==> src/rtl/mem_arbiter.sv <==
// Two-port arbiter placing a data port (D) and an instruction-fetch port (I) in front of one memdev device.
// Accesses are serialised, D has priority with bounded I starvation, and a held request is served only once.
`timescale 1ns/1ps
`ifndef MEM_OPT_WIDTH
`define MEM_OPT_WIDTH 3
`endif
`ifndef MEM_OPT_NONE
`define MEM_OPT_NONE 3'd0
`endif

module mem_arbiter #(
    parameter int STARVE_LIMIT = 4
) (
    input  logic                      clk,
    input  logic                      rst,
    input  logic [31:0]               d_addr,
    input  logic [31:0]               d_data_out,
    input  logic [`MEM_OPT_WIDTH-1:0] d_opt,
    output logic [31:0]               d_data_in,
    output logic                      d_busy,
    input  logic [31:0]               i_addr,
    input  logic [31:0]               i_data_out,
    input  logic [`MEM_OPT_WIDTH-1:0] i_opt,
    output logic [31:0]               i_data_in,
    output logic                      i_busy,
    output logic [31:0]               dev_addr,
    output logic [31:0]               dev_data_out,
    output logic [`MEM_OPT_WIDTH-1:0] dev_opt,
    input  logic [31:0]               dev_data_in,
    input  logic                      dev_busy
);
    localparam int OW = `MEM_OPT_WIDTH;
    localparam logic [OW-1:0] OPT_NONE = `MEM_OPT_NONE;
    localparam int CW = $clog2(STARVE_LIMIT + 1);
    localparam logic [CW-1:0] CNT_MAX = CW'(STARVE_LIMIT);

    localparam logic [1:0] ST_IDLE        = 2'd0;
    localparam logic [1:0] ST_WAIT_BUSY   = 2'd1;
    localparam logic [1:0] ST_WAIT_UNBUSY = 2'd2;
    localparam logic [1:0] ST_RELEASE     = 2'd3;

    logic [1:0]    state_q, state_d;
    logic          owner_i_q, owner_i_d;
    logic [31:0]   dev_addr_q, dev_addr_d;
    logic [31:0]   dev_data_out_q, dev_data_out_d;
    logic [OW-1:0] dev_opt_q, dev_opt_d;
    logic [31:0]   d_data_in_q, d_data_in_d;
    logic [31:0]   i_data_in_q, i_data_in_d;
    logic          d_busy_q, d_busy_d;
    logic          i_busy_q, i_busy_d;
    logic          served_d_q, served_d_d;
    logic          served_i_q, served_i_d;
    logic [OW-1:0] d_lat_opt_q, d_lat_opt_d;
    logic [31:0]   d_lat_addr_q, d_lat_addr_d;
    logic [31:0]   d_lat_data_q, d_lat_data_d;
    logic [OW-1:0] i_lat_opt_q, i_lat_opt_d;
    logic [31:0]   i_lat_addr_q, i_lat_addr_d;
    logic [31:0]   i_lat_data_q, i_lat_data_d;
    logic [CW-1:0] starve_cnt_q, starve_cnt_d;

    logic d_same, i_same, d_new, i_new, grant_i, complete, in_flight;

    // A request counts as already served only while it is identical to the copy latched at its grant.
    assign d_same  = (d_opt == d_lat_opt_q) && (d_addr == d_lat_addr_q) && (d_data_out == d_lat_data_q);
    assign i_same  = (i_opt == i_lat_opt_q) && (i_addr == i_lat_addr_q) && (i_data_out == i_lat_data_q);
    assign d_new   = (d_opt != OPT_NONE) && !(served_d_q && d_same);
    assign i_new   = (i_opt != OPT_NONE) && !(served_i_q && i_same);
    assign grant_i = i_new && (!d_new || (starve_cnt_q == CNT_MAX));

    always_comb begin
        state_d        = state_q;
        owner_i_d      = owner_i_q;
        dev_addr_d     = dev_addr_q;
        dev_data_out_d = dev_data_out_q;
        dev_opt_d      = dev_opt_q;
        d_data_in_d    = d_data_in_q;
        i_data_in_d    = i_data_in_q;
        d_lat_opt_d    = d_lat_opt_q;
        d_lat_addr_d   = d_lat_addr_q;
        d_lat_data_d   = d_lat_data_q;
        i_lat_opt_d    = i_lat_opt_q;
        i_lat_addr_d   = i_lat_addr_q;
        i_lat_data_d   = i_lat_data_q;
        starve_cnt_d   = starve_cnt_q;
        complete       = 1'b0;
        case (state_q)
            ST_IDLE: begin
                if (d_new || i_new) begin
                    state_d   = ST_WAIT_BUSY;
                    owner_i_d = grant_i;
                    if (grant_i) begin
                        dev_addr_d     = i_addr;
                        dev_data_out_d = i_data_out;
                        dev_opt_d      = i_opt;
                        i_lat_opt_d    = i_opt;
                        i_lat_addr_d   = i_addr;
                        i_lat_data_d   = i_data_out;
                        starve_cnt_d   = '0;
                    end else begin
                        dev_addr_d     = d_addr;
                        dev_data_out_d = d_data_out;
                        dev_opt_d      = d_opt;
                        d_lat_opt_d    = d_opt;
                        d_lat_addr_d   = d_addr;
                        d_lat_data_d   = d_data_out;
                        if (i_new && (starve_cnt_q != CNT_MAX)) begin
                            starve_cnt_d = starve_cnt_q + CW'(1);
                        end
                    end
                end
            end
            ST_WAIT_BUSY: begin
                if (dev_busy) begin
                    state_d = ST_WAIT_UNBUSY;
                end
            end
            ST_WAIT_UNBUSY: begin
                if (!dev_busy) begin
                    complete  = 1'b1;
                    dev_opt_d = OPT_NONE;
                    state_d   = ST_RELEASE;
                    if (owner_i_q) begin
                        i_data_in_d = dev_data_in;
                    end else begin
                        d_data_in_d = dev_data_in;
                    end
                end
            end
            ST_RELEASE: begin
                // Device must see opt=NONE for a cycle before the next grant.
                state_d = ST_IDLE;
            end
            default: begin
                state_d = ST_IDLE;
            end
        endcase
    end

    // Busy follows a pending request, is pinned high for the owner in flight and drops on completion.
    always_comb begin
        in_flight  = (state_q == ST_WAIT_BUSY) || (state_q == ST_WAIT_UNBUSY);
        d_busy_d   = d_new;
        i_busy_d   = i_new;
        served_d_d = served_d_q && d_same && (d_opt != OPT_NONE);
        served_i_d = served_i_q && i_same && (i_opt != OPT_NONE);
        if (in_flight && !owner_i_q) begin
            d_busy_d = 1'b1;
        end
        if (in_flight && owner_i_q) begin
            i_busy_d = 1'b1;
        end
        if (complete && !owner_i_q) begin
            d_busy_d   = 1'b0;
            served_d_d = 1'b1;
        end
        if (complete && owner_i_q) begin
            i_busy_d   = 1'b0;
            served_i_d = 1'b1;
        end
    end

    always_ff @(posedge clk or negedge rst) begin
        if (!rst) begin
            state_q        <= ST_IDLE;
            owner_i_q      <= 1'b0;
            dev_addr_q     <= '0;
            dev_data_out_q <= '0;
            dev_opt_q      <= OPT_NONE;
            d_data_in_q    <= '0;
            i_data_in_q    <= '0;
            d_busy_q       <= 1'b0;
            i_busy_q       <= 1'b0;
            served_d_q     <= 1'b0;
            served_i_q     <= 1'b0;
            d_lat_opt_q    <= OPT_NONE;
            d_lat_addr_q   <= '0;
            d_lat_data_q   <= '0;
            i_lat_opt_q    <= OPT_NONE;
            i_lat_addr_q   <= '0;
            i_lat_data_q   <= '0;
            starve_cnt_q   <= '0;
        end else begin
            state_q        <= state_d;
            owner_i_q      <= owner_i_d;
            dev_addr_q     <= dev_addr_d;
            dev_data_out_q <= dev_data_out_d;
            dev_opt_q      <= dev_opt_d;
            d_data_in_q    <= d_data_in_d;
            i_data_in_q    <= i_data_in_d;
            d_busy_q       <= d_busy_d;
            i_busy_q       <= i_busy_d;
            served_d_q     <= served_d_d;
            served_i_q     <= served_i_d;
            d_lat_opt_q    <= d_lat_opt_d;
            d_lat_addr_q   <= d_lat_addr_d;
            d_lat_data_q   <= d_lat_data_d;
            i_lat_opt_q    <= i_lat_opt_d;
            i_lat_addr_q   <= i_lat_addr_d;
            i_lat_data_q   <= i_lat_data_d;
            starve_cnt_q   <= starve_cnt_d;
        end
    end

    assign dev_addr     = dev_addr_q;
    assign dev_data_out = dev_data_out_q;
    assign dev_opt      = dev_opt_q;
    assign d_data_in    = d_data_in_q;
    assign i_data_in    = i_data_in_q;
    assign d_busy       = d_busy_q;
    assign i_busy       = i_busy_q;

endmodule

==> config.mk <==
export PLATFORM = sky130hd
export DESIGN_NAME = mem_arbiter
export DESIGN_NICKNAME = d
export VERILOG_FILES = /design/src/rtl/mem_arbiter.sv
export SDC_FILE = /design/constraint.sdc
export NUM_CORES = 1
export LEC_CHECK = 0
export CORE_UTILIZATION = 50
export DETAILED_ROUTE_END_ITERATION = 12
export PLACE_DENSITY = 0.81
export SETUP_SLACK_MARGIN = 0.2
export SYNTH_ARGS = -nofsm -noshare
export SYNTH_HDL_FRONTEND = slang
export SYNTH_SLANG_ARGS = --single-unit
==> constraint.sdc <==
create_clock -name clk -period 2.9 [get_ports clk]
set_input_delay 0.58 -clock clk [delete_from_list [all_inputs] [get_ports clk]]
set_output_delay 0.58 -clock clk [all_outputs]
set_load 0.02 [all_outputs]
==> results of run 1 <==
-- state kept, by name, indices dropped and copies added (netlist names) --
register / cells
dev_opt: 3
starve_cnt_q: 3
served_i_q: 1
i_lat_data_q: 32
state_q: 2
i_lat_opt_q: 3
i_lat_addr_q: 32
dev_data_out: 32
served_d_q: 1
d_busy: 1
owner_i_q: 1
i_data_in: 32
i_busy: 1
d_lat_addr_q: 32
d_lat_opt_q: 3
dev_addr: 32
d_data_in: 32
d_lat_data_q: 32
-- repair_timing --
action / in CTS / in global routing
gates resized for setup: 160 / 124
endpoints found under the hold margin: 0 / 0
hold buffers: 0 / 0
buffers inserted: 28 / 26
gates cloned: 10 / 14
endpoints found under the setup margin: 206 / 204
pin swaps: 42 / 59
-- report_power, final --
group,leakage [nW],switching (mW),internal (mW)
Sequential,3.33,1.54,5.76
Combinational,5.30,5.81,6.52
Clock,0.490,1.63,2.32
-- worst max-delay path by stage --
stage | start | end | slack [ns] | cells after the start
finish | i_addr[15] | d_lat_addr_q[15] | -0.66 | 16
global route | i_lat_addr_q[4] | d_lat_addr_q[15] | -0.59 | 14
CTS | i_lat_addr_q[4] | d_lat_data_q[18] | 0.07 | 10
detailed placement | i_addr[23] | d_lat_addr_q[15] | -0.93 | 11
global placement | i_addr[23] | d_lat_data_q[20] | -0.93 | 11
floorplan | i_addr[12] | d_lat_opt_q[1] | 0.15 | 10
-- layer usage --
metal / routed length [um] / part of all wire (%) / vias up / track usage [%]
li1: - / - / 4650 / -
met5: 8 / 0.014 / - / 0
met2: 25300 / 45 / 1019 / 59.5
met3: 6870 / 12 / 388 / 6.60
met4: 4980 / 8.8 / 2 / 16.5
met1: 19600 / 35 / 5831 / 44.4
-- synth_stat cells, drive strengths merged (2+ instances only) --
library cell | count | area share [%]
a211oi | 2 | 0.12
nor3 | 12 | 0.48
nor2 | 5 | 0.17
o2111ai | 7 | 0.49
clkbuf | 15 | 0.45
and2 | 57 | 2.9
mux2i | 4 | 0.32
nor3b | 2 | 0.12
a21oi | 7 | 0.34
or4 | 4 | 0.27
ha | 5 | 0.50
a221o | 64 | 5.1
buf | 31 | 1.7
dfrtp | 275 | 55
a222oi | 2 | 0.16
mux2 | 164 | 15
inv | 45 | 1.4
o21bai | 4 | 0.24
nand2b | 17 | 0.85
xor2 | 42 | 2.9
a21o | 3 | 0.18
nand4 | 14 | 0.70
nor2b | 27 | 1.4
xnor2 | 45 | 3.2
nor4 | 15 | 0.92
nand2 | 105 | 3.2
o32ai | 3 | 0.21
a221oi | 2 | 0.14
o22ai | 9 | 0.45
nand3 | 2 | 0.080
a2111oi | 8 | 0.56
o21ai | 4 | 0.25
-- kinds of logic after synthesis --
logic type                 Yosys count  synth area share [%]
xor gates and xnor gates            87                  6.10
and+or+nand+nor                    262                  11.1
DFF                                275                  55.1
muxes                              168                  15.1
AOI/OAI and AO/OA                  120                  8.63
buffers and inverters               91                  3.54
adders and majority gates            5                 0.501
-- stage by stage --
stage | instances | setup slack (ns)
after detailed placement | 1758 | -0.930
after global placement | 1758 | -0.926
final | 1897 | -0.660
after global routing | 1896 | -0.592
after floorplan | 1008 | 0.145
after CTS | 1847 | 0.0695
-- critical path, stage by stage --
cell,delay [ns]
clkdlybuf4s50_1,0.51
buf_4,0.16
nor2b_1,0.09
a2111oi_4,0.40
nand4_1,0.24
nor4_2,0.33
buf_4,0.18
a21oi_2,0.15
buf_6,0.19
o21ai_4,0.17
nor2_4,0.06
buf_12,0.14
buf_6,0.11
buf_12,0.14
buf_4,0.14
mux2_2,0.36
-- layout make-up --
type | instances | area (um^2)
clock inverter | 8 | 115
sequential | 275 | 6880
inverter | 45 | 169
clock buffer | 43 | 868
multi-input combinational | 642 | 5930
fill | 1184 | 4270
antenna | 10 | 25.0
tap | 324 | 405
timing repair buffer | 550 | 5720
==> impl_metrics.tcl, run 1 <==
set metrics [dict create \
    finalSetupTns_ns -97.65 \
    maxSlewHeadroom_pct 29.3 \
    max_freq_mhz 281 \
    hp-class "primary input to asynchronous set/reset pin" \
    p_total_mw 23.6 \
    cts_made_buffers 29 \
    htree_levels 1 \
    status "finished, violations left" \
    port_buffers 301 \
    areaGrowthSynthToFinish_pct 61.0 \
    fin_crit_sh_pct 123 \
    final_cell_mix "dfrtp_1 (275), clkdlybuf4s50_1 (238), buf_4 (173), nand2_1 (103), mux2_4 (88)" \
    wl_per_cell_um 29.9 \
    cp_max_fo 6 \
    tightest_slew_ns 1.05 \
    reg2reg_depth 14 \
    ys_seq_elements 275 \
    ir_drop_uv 742 \
    end_kind "flip-flop" \
    yosysWarnings 0 \
    hpwlAfterDp_um 28300 \
    detailedRoute.firstIterationViolations 1387 \
    drive_gt1_share_pct 33.8 \
    drt_wl_total_um 56800 \
    overflow 0 \
    ant_nets 0 \
    io_pins 302 \
    vias 11890 \
    ys_seq_area_share_pct 55.1 \
    failed_checks "negative setup slack" \
    clkLatencyLatePin_ns 0.56 \
    cap_violations 0 \
    core-area_mm2 0.0244 \
    syn_area_mm2 0.0125 \
    vias_per_cell 6.27 \
    rsz0062_at_grt "true" \
    die_area_mm2 0.0256 \
    start_util_pct 51.2 \
    place_area_mm2 0.0171 \
    drt_pass1_iterations 6 \
    power_density_mw_per_mm2 1170 \
    grt_max_degree 77 \
    utilization_pct 82.5 \
    cts_tree "done" \
    fin_ws_ns -0.660 \
    rows 57 \
    power.leakage_nw 9.13 \
    setup_viol 208 \
    antenna_found_initial 9 \
    nNetsFinal 1717 \
    arrival_ns 3.97 \
    synth-edff-count 0 \
    drv_slew 0 \
    worstPathRequired_ns 3.31 \
    synthFlopType "dfrtp_1" \
    reg2reg_to "d_lat_addr_q[15]" \
    track_usage_pct 35.4 \
    r2r-start "i_lat_addr_q[4]" \
    hold_slack_ns 0.00601 \
    critPathKind "primary input to flip-flop" \
    yosysUniqueCellTypes 47 \
    hold_viol_final 0 \
    postSynthCellCount 1008 \
    clock_path_buffers 3 \
    mostFrequentLayoutCell "dfrtp_1" \
    place.gp.congestion 0.931 \
    clockRootBuffer "clkbuf_16" \
    drcViolationCount 0 \
    fin_crit_ns 3.56 \
    cts.reportedPaths.clkPinSlew_ns 0.06 \
    clock_skew_ns 0.0253 \
    dieWidth_um 160 \
    grt_pass1_vias 11756 \
    avgSynthCellArea_um2 12.4 \
    final_area_mm2 0.0201 \
    clock_sinks 275 \
    grt_pass1_wl_um 69100 \
    ys_async_sr_fraction_pct 100 \
    die_h_um 160 \
    start_kind "primary input" \
    syn-num-nets 1182 \
    rrSetupSlack_ns -0.62 \
]
Power figures use the tool's default switching activity.
==> run 2, diff against run 1 <==
CORE_MARGIN = 4   (was not set)
==> run 2 against run 1 <==
The run ends with negative hold slack, negative setup slack left; first-iteration DRC count down 21%; cell area is 3.7% lower; fmax grew 10%; flip-flop and latch count did not move; combinational power down 14%; cell count fell by 2.2%; critical path type unchanged; critical endpoint is now d_lat_data_q[21]; highest routed layer unchanged.
==> impl_metrics.tcl, run 2 (synthesized netlist as in run 1, its figures left out) <==
set metrics [dict create \
    status "finished, violations left" \
    failed_checks "negative hold slack, negative setup slack" \
    power_density_mw_per_mm2 1120 \
    cp_max_fo 17 \
    final_cells 1856 \
    dieWidth_um 166 \
    drv_slew 0 \
    cts_tree "done" \
    cap_violations 0 \
    met2_usage_pct 52.8 \
    port_buffers 301 \
    drt_wl_total_um 47200 \
    grt_pass1_wl_um 67000 \
    worst-path-buf-inv 4 \
    drt_pass1_iterations 6 \
    areaGrowthSynthToFinish_pct 55.0 \
    drcViolationCount 0 \
    die_area_mm2 0.0276 \
    vias_per_cell 5.90 \
    crit_cells 12 \
    die_h_um 166 \
    busiest_layer "met2" \
    place.gp.congestion 0.882 \
    slowest_delay_ns 0.56 \
    detailedRoute.firstIterationViolations 1093 \
    htree_levels 1 \
    clkLatencyLatePin_ns 0.55 \
    fin_ws_ns -0.326 \
    fin_crit_ns 3.23 \
    critPathKind "primary input to flip-flop" \
    clock_sinks 275 \
    cts.reportedPaths.clkPinSlew_ns 0.06 \
    clock_skew_ns 0.0153 \
    wl_per_cell_um 25.4 \
    nNetsFinal 1679 \
    placed_cells 1754 \
    track_usage_pct 30.8 \
    start_util_pct 51.1 \
    core-area_mm2 0.0245 \
    crit_chain "clkdlybuf4s50_1, buf_4, nor2b_1, a2111oi_1, nand4_1, nor4_4, a21oi_2, a21boi_4, nor2_4, buf_12, buf_12, mux2_2" \
    end_kind "flip-flop" \
    cpMostUsedCell "buf_12" \
    use_met1_pct 38.6 \
    hold_slack_ns -0.00243 \
    clock_path_buffers 3 \
    clockRootBuffer "clkbuf_16" \
    io_pins 302 \
    arrival_ns 3.65 \
    maxSlewHeadroom_pct 61.0 \
    power.leakage_nw 8.69 \
    reg2reg_depth 10 \
    grt_max_degree 72 \
    final_cell_mix "dfrtp_1 (275), clkdlybuf4s50_1 (264), buf_4 (158), mux2_2 (139), nand2_1 (104)" \
    worstPathRequired_ns 3.33 \
    tightest_slew_ns 0.580 \
    gr-usage-met3_pct 8.26 \
    setup_viol 203 \
    rsz0062_at_grt "true" \
    cpMaxStageDelayCell "clkdlybuf4s50_1" \
    ant_nets 0 \
    grt_pass1_vias 11325 \
    p_total_mw 21.7 \
    hp-class "primary input to asynchronous set/reset pin" \
    max_freq_mhz 310 \
    place_area_mm2 0.0171 \
    utilization_pct 79.2 \
    rows 57 \
    final_area_mm2 0.0194 \
    overflow 0 \
    mostFrequentLayoutCell "dfrtp_1" \
    fin_crit_sh_pct 111 \
    cts_made_buffers 29 \
    drive_gt1_share_pct 30.2 \
    hold_viol_final 2 \
    fillCellCount 1316 \
    ir_drop_uv 684 \
    antenna_found_initial 7 \
    crit_family "buffers and inverters" \
    start_kind "primary input" \
    vias 10948 \
    hpwlAfterDp_um 29600 \
]
==> run 2: path summary, 6_finish.rpt <==
check                            startpoint          endpoint  slack (ns)
min reg2reg                    i_data_in[7]      i_data_in[7]        0.47
max                              i_addr[15]  d_lat_data_q[21]       -0.33
min in group clk              d_data_out[2]   d_lat_data_q[2]        0.37
max in group asynchronous               rst  dev_data_out[24]        2.01
min                                     rst  d_lat_data_q[28]      -0.002
max reg2reg                i_lat_addr_q[30]  d_lat_data_q[21]       -0.22
==> run 2: layout make-up <==
| type | instances | area (um^2) | area share [%] |
|---|---|---|---|
| antenna | 4 | 10.0 | 0.0517 |
| tap | 324 | 405 | 2.09 |
| timing repair buffer | 512 | 5290 | 27.3 |
| clock inverter | 9 | 149 | 0.769 |
| inverter | 45 | 169 | 0.872 |
| sequential | 275 | 6880 | 35.5 |
| multi-input combinational | 642 | 5610 | 28.9 |
| clock buffer | 45 | 856 | 4.42 |
==> run 2: routing by layer <==
metal	vias to the layer above	routed length, um	share of wire, %
met1	5523	17500	37
met2	679	23300	49
met4	6	1950	4.1
met5	-	40	0.085
met3	170	4410	9.3
li1	4570	-	-
==> run 2: report_power, final <==
group          total, mW  switching [mW]  internal (mW)
clock               3.94            1.56           2.38
combinational       10.6            4.95           5.62
sequential          7.15            1.39           5.76
==> run 2: timing repair <==
item,in CTS,in global routing
hold buffers,0,0
endpoints found under the hold margin,0,0
endpoints found under the setup margin,206,206
pin swaps,19,33
resized for setup,83,68
buffers inserted,13,13
gates cloned,10,8
==> run 2: per-stage QoR <==
stage / worst slack, ns / setup TNS (ns)
after global placement: -0.838 / -146.70
after detailed placement: -0.870 / -154.39
after CTS: -0.0561 / -3.12
after global routing: -0.498 / -83.92
final: -0.326 / -48.94
after floorplan: 0.145 / 0
==> run 3, diff against run 2 <==
clock period = 3.2 ns   (was 2.9 ns; I/O delays follow)
==> run 3 against run 2 <==
The run now ends clean; clock power fell by 9.9%; largest power group unchanged; cell count fell by 2.6%; setup slack improved by 0.48 ns; global-route usage fell by 2.7 points; non-clock buffer count fell by 47; count of clock-buffer cells in the layout fell by 2; combinational power fell by 20%; worst hold slack improved by 0.094 ns; flip-flop and latch count did not move; power fell by 15%; via count fell by 7.8%; core utilization fell by 3.5 points.
==> impl_metrics.tcl, run 3 (synthesized netlist as in run 1, its figures left out) <==
set metrics [dict create \
    status "finished clean" \
    hold_slack_ns 0.0914 \
    cpMostUsedCell "a21oi_4" \
    clock_path_buffers 3 \
    antenna_cells 0 \
    clockRootBuffer "clkbuf_16" \
    max_freq_mhz 328 \
    tightest_slew_ns 0.676 \
    antenna_found_initial 2 \
    worstPathRequired_ns 3.63 \
    finalSetupTns_ns 0 \
    die_area_mm2 0.0276 \
    io_pins 302 \
    p_total_mw 18.4 \
    r2r-start "i_lat_data_q[0]" \
    ant_nets 0 \
    reg2reg_to "dev_addr[22]" \
    cap_violations 0 \
    drive_gt1_share_pct 27.8 \
    rows 57 \
    fin_ws_ns 0.156 \
    drt_wl_total_um 40400 \
    detailedRoute.firstIterationViolations 828 \
    nNetsFinal 1633 \
    critPathKind "primary input to flip-flop" \
    setup_viol 0 \
    start_util_pct 51.1 \
    drv_slew 0 \
    grt_pass1_wl_um 61000 \
    core-area_mm2 0.0245 \
    track_usage_pct 28.0 \
    clock_sinks 275 \
    fin_crit_ns 3.04 \
    vias 10098 \
    final_area_mm2 0.0185 \
    start_kind "primary input" \
    cpMaxStageDelayCell "clkdlybuf4s50_1" \
    hold_viol_final 0 \
    port_buffers 301 \
    crit_end "i_lat_opt_q[2]" \
    drcViolationCount 0 \
    grt_pass1_vias 10728 \
    die_h_um 166 \
    grt_max_degree 86 \
    rsz0062_at_grt "true" \
    crit_chain "clkdlybuf4s50_1, xnor2_1, o2111ai_1, buf_4, nor4_4, and4_4, a21oi_4, a21oi_4, buf_6, bufbuf_16, mux2_2" \
    power.leakage_nw 8.41 \
    place_area_mm2 0.0169 \
    placed_cells 1736 \
    vias_per_cell 5.59 \
    clkLatencyLatePin_ns 0.56 \
    hpwlAfterDp_um 28500 \
    dieWidth_um 166 \
    cts.reportedPaths.clkPinSlew_ns 0.06 \
    place.gp.congestion 0.876 \
    htree_levels 1 \
    mostFrequentLayoutCell "dfrtp_1" \
    cts_tree "done" \
    utilization_pct 75.7 \
    final_cells 1807 \
    reg2reg_depth 11 \
    maxSlewHeadroom_pct 54.9 \
    overflow 0 \
    arrival_ns 3.48 \
    cts_made_buffers 30 \
    end_kind "flip-flop" \
    slowest_delay_ns 0.51 \
    power_density_mw_per_mm2 996 \
    cp_max_fo 10 \
    areaGrowthSynthToFinish_pct 48.2 \
    crit_start "d_data_out[8]" \
    rrSetupSlack_ns 0.16 \
    hp-class "primary input to asynchronous set/reset pin" \
    fin_crit_sh_pct 95.1 \
    drt_pass1_iterations 5 \
    ir_drop_uv 763 \
    clock_skew_ns 0.0187 \
    wl_per_cell_um 22.3 \
    pre_cts_ws_ns -0.585 \
    final_cell_mix "dfrtp_1 (275), clkdlybuf4s50_1 (244), mux2_2 (149), buf_4 (142), nand2_1 (104)" \
]
## run 3: how the worst min path moves through the flow
stage	start	end	slack [ns]	cells past startpoint
after global routing	rst	d_lat_addr_q[6]	0.13	1
after floorplan	rst	d_busy	0.34	0
after detailed placement	i_data_in[5]	i_data_in[5]	0.46	2
after global placement	i_data_in[6]	i_data_in[6]	0.46	2
final	rst	d_lat_addr_q[6]	0.09	1
after CTS	rst	d_lat_addr_q[11]	0.11	1
## run 3: report_power, final
group / leakage, nW / switching, mW / total, mW / internal (mW)
Combinational: 4.57 / 3.96 / 8.48 / 4.51
Clock: 0.510 / 1.41 / 3.55 / 2.15
Sequential: 3.33 / 1.18 / 6.40 / 5.22
Total: 8.41 / 6.56 / 18.4 / 11.9
## run 3: worst max-delay path, delay by kind of cell
kind	cells	cell delay (ns)
compound gates	3	0.57
xor+xnor	1	0.16
buf+inv	4	1.12
mux	1	0.33
simple gates	2	0.63
## run 3: timing repair
action                     4_1_cts  5_1_grt
hold buffers                     0        0
gates resized for setup         64       61
pin swaps                       15       27
gates cloned                     5        0
setup endpoints to repair      202      178
buffers inserted                 5        5
## run 3: per-layer routing
layer	vias to the layer above	part of all wire, %	global-route usage, %
li1	4478	-	-
met1	5038	39	35.3
met4	4	4.0	10.3
met2	491	48	45.8
met5	-	0.059	0
met3	87	9.4	8.90
## run 3: final cells by class
| type | instances | area (um^2) |
|---|---|---|
| Clock buffer | 43 | 881 |
| Clock inverter | 13 | 143 |
| Fill cell | 1507 | 5940 |
| Inverter | 45 | 169 |
| Multi-Input combinational cell | 642 | 5460 |
| Sequential cell | 275 | 6880 |
| Tap cell | 324 | 405 |
| Timing Repair Buffer | 465 | 4580 |
